<file path="config.mk">
export PLATFORM = sky130hd
export DESIGN_NAME = inst_mem_loader_flat
export DESIGN_NICKNAME = d
export VERILOG_FILES = /design/src/rtl/inst_mem_loader_pkg.sv /design/src/rtl/inst_mem_loader_if.sv /design/src/rtl/inst_mem_loader_word_packer.sv /design/src/rtl/inst_mem_loader.sv /design/src/flat_wrapper.sv
export SDC_FILE = /design/constraint.sdc
export NUM_CORES = 1
export LEC_CHECK = 0
export ABC_AREA = 0
export BUFFER_PORTS_ARGS = -buffer_cell sky130_fd_sc_hd__clkbuf_2
export CAP_MARGIN = 10
export CORE_ASPECT_RATIO = 0.5
export CORE_MARGIN = 4
export CORE_UTILIZATION = 49
export DETAILED_ROUTE_END_ITERATION = 8
export GPL_TIMING_DRIVEN = 0
export PLACE_DENSITY_LB_ADDON = 0.2
export SYNTH_ARGS = -nofsm -noshare
export SYNTH_HDL_FRONTEND = slang
export SYNTH_SLANG_ARGS = --single-unit
</file>
<file path="constraint.sdc">
create_clock -name clk -period 2.7 [get_ports clk]
set_input_delay 0.54 -clock clk [delete_from_list [all_inputs] [get_ports clk]]
set_output_delay 0.54 -clock clk [all_outputs]
set_load 0.01 [all_outputs]
</file>
<file path="src/rtl/inst_mem_loader_pkg.sv">
// -----------------------------------------------------------------------------
// loader_pkg
// Shared constants for the serial instruction-memory loader:
//   state_t / S_*     - loader FSM state encodings
//   HDR_BITS          - width of the word-count header
//   BYTES_PER_WORD    - bytes assembled per instruction word
//   TIMEOUT_DEFAULT   - default idle-cycle limit between accepted bytes
// -----------------------------------------------------------------------------
package loader_pkg;

   localparam int unsigned HDR_BITS        = 16;
   localparam int unsigned BYTES_PER_WORD  = 4;
   localparam int unsigned TIMEOUT_DEFAULT = 50_000_000;

   typedef logic [2:0] state_t;

   localparam state_t S_IDLE  = 3'd0;
   localparam state_t S_LEN   = 3'd1;
   localparam state_t S_DATA  = 3'd2;
   localparam state_t S_WRITE = 3'd3;
   localparam state_t S_DONE  = 3'd4;
   localparam state_t S_ERROR = 3'd5;

endpackage

</file>
<file path="src/rtl/inst_mem_loader_if.sv">
// -----------------------------------------------------------------------------
// inst_mem_loader_if
// Byte-stream input and instruction-memory write port of the loader.
//   rx_data/rx_valid/rx_ready - byte handshake from the UART receiver
//   wr_en/wr_addr/wr_data     - write port of the instruction memory
// Modports: slave  = loader side (consumes bytes, drives the write port)
//           master = environment side (supplies bytes, observes writes)
// -----------------------------------------------------------------------------
interface inst_mem_loader_if;

   logic [7:0]  rx_data;
   logic        rx_valid;
   logic        rx_ready;
   logic        wr_en;
   logic [31:0] wr_addr;
   logic [31:0] wr_data;

   modport slave  (input  rx_data, rx_valid,
                   output rx_ready, wr_en, wr_addr, wr_data);

   modport master (output rx_data, rx_valid,
                   input  rx_ready, wr_en, wr_addr, wr_data);

endinterface

</file>
<file path="src/rtl/inst_mem_loader_word_packer.sv">
// -----------------------------------------------------------------------------
// loader_word_packer
// Assembles little-endian 32-bit words from accepted bytes.
//   clk, reset  - clock, synchronous active-high reset
//   clear       - restart byte counting at a word boundary
//   accept      - din is consumed this cycle
//   din         - incoming byte
//   word        - assembly register (complete after the 4th byte)
//   last_byte   - the byte accepted this cycle completes a word
// -----------------------------------------------------------------------------
module loader_word_packer
   import loader_pkg::*;
(
   input  logic        clk,
   input  logic        reset,
   input  logic        clear,
   input  logic        accept,
   input  logic [7:0]  din,
   output logic [31:0] word,
   output logic        last_byte
);

   logic [1:0] byte_cnt;

   assign last_byte = accept && (byte_cnt == 2'(BYTES_PER_WORD - 1));

   // Shifting in from the top leaves the first byte in [7:0] after four shifts.
   always_ff @(posedge clk) begin
      if (reset) begin
         byte_cnt <= '0;
         word     <= '0;
      end else if (clear) begin
         byte_cnt <= '0;
      end else if (accept) begin
         byte_cnt <= byte_cnt + 2'd1;
         word     <= {din, word[31:8]};
      end
   end

endmodule

</file>
<file path="src/rtl/inst_mem_loader.sv">
// -----------------------------------------------------------------------------
// inst_mem_loader
// Loads a program into instruction memory from a UART byte stream:
// 16-bit word count N (low byte first) then N little-endian words, written
// at consecutive word-aligned byte addresses while the CPU is held in reset.
//   clk, reset  - clock, synchronous active-high reset
//   start       - one-cycle pulse that begins a load (ignored while busy)
//   bus         - byte handshake in, instruction-memory write port out
//   cpu_reset   - holds the CPU in reset during a load and after an abort
//   busy        - load in progress
//   done        - last load completed (sticky until next start)
//   error       - last load aborted (sticky until next start)
// -----------------------------------------------------------------------------
module inst_mem_loader
   import loader_pkg::*;
#(
   parameter int unsigned ROM_SIZE       = 1024,
   parameter int unsigned ROM_SIZE_BIT   = 10,
   parameter int unsigned TIMEOUT_CYCLES = TIMEOUT_DEFAULT
)(
   input  logic               clk,
   input  logic               reset,
   input  logic               start,
   inst_mem_loader_if.slave   bus,
   output logic               cpu_reset,
   output logic               busy,
   output logic               done,
   output logic               error
);

   localparam int unsigned TW = (TIMEOUT_CYCLES > 2) ? $clog2(TIMEOUT_CYCLES) : 1;

   state_t                state;
   logic [ROM_SIZE_BIT:0] word_index;
   logic [HDR_BITS-1:0]   word_count;
   logic                  hdr_hi;
   logic [TW-1:0]         idle_cnt;
   logic [31:0]           wr_addr_q;
   logic [31:0]           packed_word;

   logic                  xfer;
   logic                  word_last;
   logic                  idle_expired;
   logic [HDR_BITS-1:0]   hdr_n;
   logic [HDR_BITS-1:0]   next_idx;

   assign bus.rx_ready = (state == S_LEN) || (state == S_DATA);
   assign xfer         = bus.rx_valid && bus.rx_ready;
   assign hdr_n        = {bus.rx_data, word_count[7:0]};
   assign next_idx     = HDR_BITS'(word_index) + HDR_BITS'(1);
   assign idle_expired = (idle_cnt == TW'(TIMEOUT_CYCLES - 1));

   loader_word_packer u_packer (
      .clk       (clk),
      .reset     (reset),
      .clear     (state == S_LEN),
      .accept    (xfer && (state == S_DATA)),
      .din       (bus.rx_data),
      .word      (packed_word),
      .last_byte (word_last)
   );

   always_ff @(posedge clk) begin
      if (reset) begin
         state      <= S_IDLE;
         word_index <= '0;
         word_count <= '0;
         hdr_hi     <= 1'b0;
         idle_cnt   <= '0;
         wr_addr_q  <= '0;
      end else begin
         case (state)
            S_IDLE, S_DONE, S_ERROR: begin
               if (start) begin
                  state      <= S_LEN;
                  word_index <= '0;
                  hdr_hi     <= 1'b0;
                  idle_cnt   <= '0;
               end
            end
            S_LEN: begin
               if (xfer) begin
                  idle_cnt <= '0;
                  if (!hdr_hi) begin
                     word_count[7:0] <= bus.rx_data;
                     hdr_hi          <= 1'b1;
                  end else begin
                     word_count <= hdr_n;
                     if ((hdr_n == '0) || (32'(hdr_n) > ROM_SIZE))
                        state <= S_ERROR;
                     else
                        state <= S_DATA;
                  end
               end else if (idle_expired) begin
                  state <= S_ERROR;
               end else begin
                  idle_cnt <= idle_cnt + TW'(1);
               end
            end
            S_DATA: begin
               if (xfer) begin
                  idle_cnt <= '0;
                  if (word_last) begin
                     state     <= S_WRITE;
                     wr_addr_q <= 32'({word_index[ROM_SIZE_BIT-1:0], 2'b00});
                  end
               end else if (idle_expired) begin
                  state <= S_ERROR;
               end else begin
                  idle_cnt <= idle_cnt + TW'(1);
               end
            end
            S_WRITE: begin
               word_index <= next_idx[ROM_SIZE_BIT:0];
               state      <= (next_idx == word_count) ? S_DONE : S_DATA;
            end
            default: state <= S_IDLE;
         endcase
      end
   end

   // Status and write strobe are pure state decodes; wr_data is the packer
   // register, which is complete during the WRITE cycle.
   assign bus.wr_en   = (state == S_WRITE);
   assign bus.wr_addr = wr_addr_q;
   assign bus.wr_data = packed_word;
   assign busy        = (state == S_LEN) || (state == S_DATA) || (state == S_WRITE);
   assign cpu_reset   = busy || (state == S_ERROR);
   assign done        = (state == S_DONE);
   assign error       = (state == S_ERROR);

endmodule
</file>
<file path="src/flat_wrapper.sv">
// flat-port wrapper written by rule: the top's interface ports become plain ports
module inst_mem_loader_flat import loader_pkg::*;
#(
   parameter int unsigned ROM_SIZE       = 1024,
   parameter int unsigned ROM_SIZE_BIT   = 10,
   parameter int unsigned TIMEOUT_CYCLES = TIMEOUT_DEFAULT
)
  (clk, reset, start, cpu_reset, busy, done, error, bus_rx_data, bus_rx_valid, bus_rx_ready, bus_wr_en, bus_wr_addr, bus_wr_data);
  inst_mem_loader_if bus_i ();
  input  logic clk;
  input  logic reset;
  input  logic start;
  output logic cpu_reset;
  output logic busy;
  output logic done;
  output logic error;
  input wire logic [$bits(bus_i.rx_data)-1:0] bus_rx_data;
  input wire logic [$bits(bus_i.rx_valid)-1:0] bus_rx_valid;
  output wire logic [$bits(bus_i.rx_ready)-1:0] bus_rx_ready;
  output wire logic [$bits(bus_i.wr_en)-1:0] bus_wr_en;
  output wire logic [$bits(bus_i.wr_addr)-1:0] bus_wr_addr;
  output wire logic [$bits(bus_i.wr_data)-1:0] bus_wr_data;
  assign bus_i.rx_data = bus_rx_data;
  assign bus_i.rx_valid = bus_rx_valid;
  assign bus_rx_ready = bus_i.rx_ready;
  assign bus_wr_en = bus_i.wr_en;
  assign bus_wr_addr = bus_i.wr_addr;
  assign bus_wr_data = bus_i.wr_data;
  inst_mem_loader #(.ROM_SIZE(ROM_SIZE), .ROM_SIZE_BIT(ROM_SIZE_BIT), .TIMEOUT_CYCLES(TIMEOUT_CYCLES)) u_core (.clk(clk), .reset(reset), .start(start), .bus(bus_i), .cpu_reset(cpu_reset), .busy(busy), .done(done), .error(error));
endmodule
</file>
==> flow_metrics.tcl <==
set metrics [dict create \
    area_delta_synth_final_pct 17.3 \
    antenna_found_initial 0 \
    synth_seq_cells 101 \
    critPathCaptureType "flip-flop" \
    fillCellCount 898 \
    cts_hold_buf 0 \
    die_h_microns 78.0 \
    clk_latency_ps 350 \
    ir_worst_vdd_mv 0.460 \
    dp_slack_ps 255 \
    grt_pass1_wl_mm 20.3 \
    synth_edf_count 0 \
    worstHoldPathCells 3 \
    rsz0062_at_grt "false" \
    cap_violations 0 \
    finalWirelength_mm 12.3 \
    dp_hpwl_mm 9.18 \
    clkPwrFrac_pct 36.8 \
    drt-pass1-iter-count 5 \
    drv_slew 0 \
    worst_slack_ps 224 \
    ys.flop_type "dfxtp_1" \
    cts_buffers 9 \
    power.share.sequential_pct 46.0 \
    finalCritPeriodShare_pct 91.7 \
    grtUsageTotal_pct 21.4 \
    final_common_cell "nand2_1" \
    via_per_inst 5.35 \
    clk_pin_slew_worst_paths_ps 80 \
    synth_area_per_cell_sq_um 7.75 \
    setup_viol 0 \
    initial_utilization_pct 50.6 \
    crit_fanout 8 \
    cts_setup_buffers 0 \
    critical_path_required_ps 2910 \
    die_x_microns 148 \
    grt_start_max_net_pins 20 \
    pwr-share-comb_pct 17.2 \
    crit_arrival_ps 2690 \
    via_count 4549 \
    yosysTopAreaCell "dfxtp_1" \
    cts_tree "yes" \
    clockBufferDepth 2 \
    yosys-top-cells-area "dfxtp_1 (42%), nand2_1 (9.2%), a21oi_1 (7.7%)" \
    switching_power_mw 1.06 \
    syn_inst 619 \
    h-tree-depth 3 \
    io_pins 82 \
    drt_first_iter_violations 277 \
    slew_headroom_pct 51.3 \
    yosysSeqAreaShare_pct 42.1 \
    cts_sinks 101 \
    outcome "completed" \
    portBuffers 59 \
    p_sw_share_pct 30.8 \
    seq_area_sq_um 2020 \
    worstHoldEndpoint "u_core.u_packer.word[28]" \
    ant_nets 0 \
    pwr_density_cell_nw_per_um2 612 \
    hold_viol 0 \
    syn-cell-area_sq_um 4800 \
    synth_top_area_share_pct 42.1 \
    multi_input_area_sq_um 2540 \
    r2r_start "u_core.word_index[0]" \
    routabilityCongestion 0.929 \
    clock-root-buffer "clkbuf_16" \
    reg2regPathDepth 7 \
    final_cell_mix "nand2_1 (117), dfxtp_1 (101), a21oi_1 (74)" \
    hp-class "in -> reg" \
    fin_nets 725 \
    gr-total-overflow 0 \
    worstHoldStart "bus_rx_data[4]" \
    fin_setup_tns_ps 0 \
    fin_skew_ps 10.4 \
    post-route-min-period_ps 2480 \
    synthDistinctLibCells 52 \
    drive_gt1_share_pct 15.1 \
    ys_warn_count 0 \
    grt_pass1_vias 4131 \
    cts_resized 0 \
    synthArstFlopShare_pct 0 \
    power.internal_mw 2.38 \
    timing.hold.ws_ps 448 \
    reg2reg_setup_slack_ps 220 \
    criticalPathCategory "reg -> reg" \
    core-area_sq_um 9480 \
    start_kind "flip-flop" \
    diodes 0 \
    wl_per_cell_microns 14.5 \
    max_freq_ghz 0.404 \
    die-area_sq_um 11500 \
    drcViolationCount 0 \
    rows 25 \
    worstMarginPinSlew_ps 713 \
    power.static_leakage_nw 2.20 \
    timing.rr.end "u_core.state[1]" \
]
cells in the mapped netlist, types with 3 or more instances:
library cell,count
nand2_1,117
dfxtp_1,101
a21oi_1,74
nor2_1,67
clkbuf_1,26
o21ai_0,25
buf_4,22
nand3_1,19
xor2_1,18
xnor2_1,17
nand4_1,12
nor4_1,12
mux2i_1,10
nor3_1,10
and3_1,8
a31oi_1,7
inv_1,6
nand3b_1,6
or3_1,5
a21o_1,4
buf_2,4
nand4b_1,4
a211oi_1,3
ha_1,3
nor2b_1,3
o21a_1,3
or2_2,3
power groups by stage:
stage | clock (mW) | sequential (mW) | combinational, mW
final | 1.27 | 1.58 | 0.592
after global routing | 1.35 | 1.59 | 0.658
after CTS | 1.29 | 1.58 | 0.584
after detailed placement | 0 | 1.62 | 0.581
after global placement | 0 | 1.62 | 0.572
after floorplan | 0 | 1.60 | 0.419
layout make-up:
class                      count  area share, %
timing repair buffer          59           5.25
clock buffer                  10           4.07
buffer                        54           5.18
multi-input combinational    478           45.1
tap                          135           3.00
clock inverter                 6           1.02
inverter                       7          0.467
sequential                   101           35.9
how the worst max path moves through the flow:
stage,cells after the start,start,slack [ps],to
floorplan,7,u_core.word_index[0],680,u_core.state[1]
global placement,7,u_core.word_index[0],270,u_core.state[1]
detailed placement,7,u_core.word_index[0],250,u_core.state[1]
CTS,7,u_core.word_index[0],230,u_core.state[1]
global route,7,u_core.word_index[0],8,u_core.state[1]
finish,7,u_core.word_index[0],220,u_core.state[1]
critical path: stages, from the launching register on:
cell       delay (ps)
dfxtp_1           490
ha_1              320
xnor2_1           140
o211ai_1          100
a2111oi_0         680
or2b_1            280
nor4_1            240
o31ai_1            90
sequential cells by signal, indices dropped and copies added (netlist names):
name,flops
u_core.u_packer.byte_cnt,2
u_core.state,3
u_core.hdr_hi,1
u_core.word_index,11
u_core.word_count,16
u_core.bus.wr_addr,10
u_core.idle_cnt,26
u_core.u_packer.word,32
cell families after synthesis:
family                     after synthesis  synth area share [%]
adders and majority gates                3                 0.783
and+or+nand+nor                        278                  26.7
AOI/OAI and AO/OA                      129                  15.0
buffers and inverters                   61                  6.62
DFF                                    101                  42.1
muxes                                   11                  2.32
xor gates and xnor gates                35                  6.39
other                                    1                0.0782
per-stage QoR:
step,power [mW],cell area [sq um],util (%),std cells
after floorplan,2.02,4880,-,640
after global placement,2.19,5340,56.3,834
after detailed placement,2.20,5340,56.3,834
after CTS,3.45,5630,59.4,850
after global routing,3.60,5630,59.4,850
final,3.44,5630,59.4,850
per-layer routing:
layer / part of all wire (%) / track usage, % / vias to the layer above
met5: 0 / 0 / -
met4: 0.65 / 4.42 / 0
met3: 6.7 / 6.24 / 10
met2: 46 / 34.8 / 135
met1: 46 / 28.6 / 2131
li1: - / - / 2273
Power figures use the tool's default switching activity.
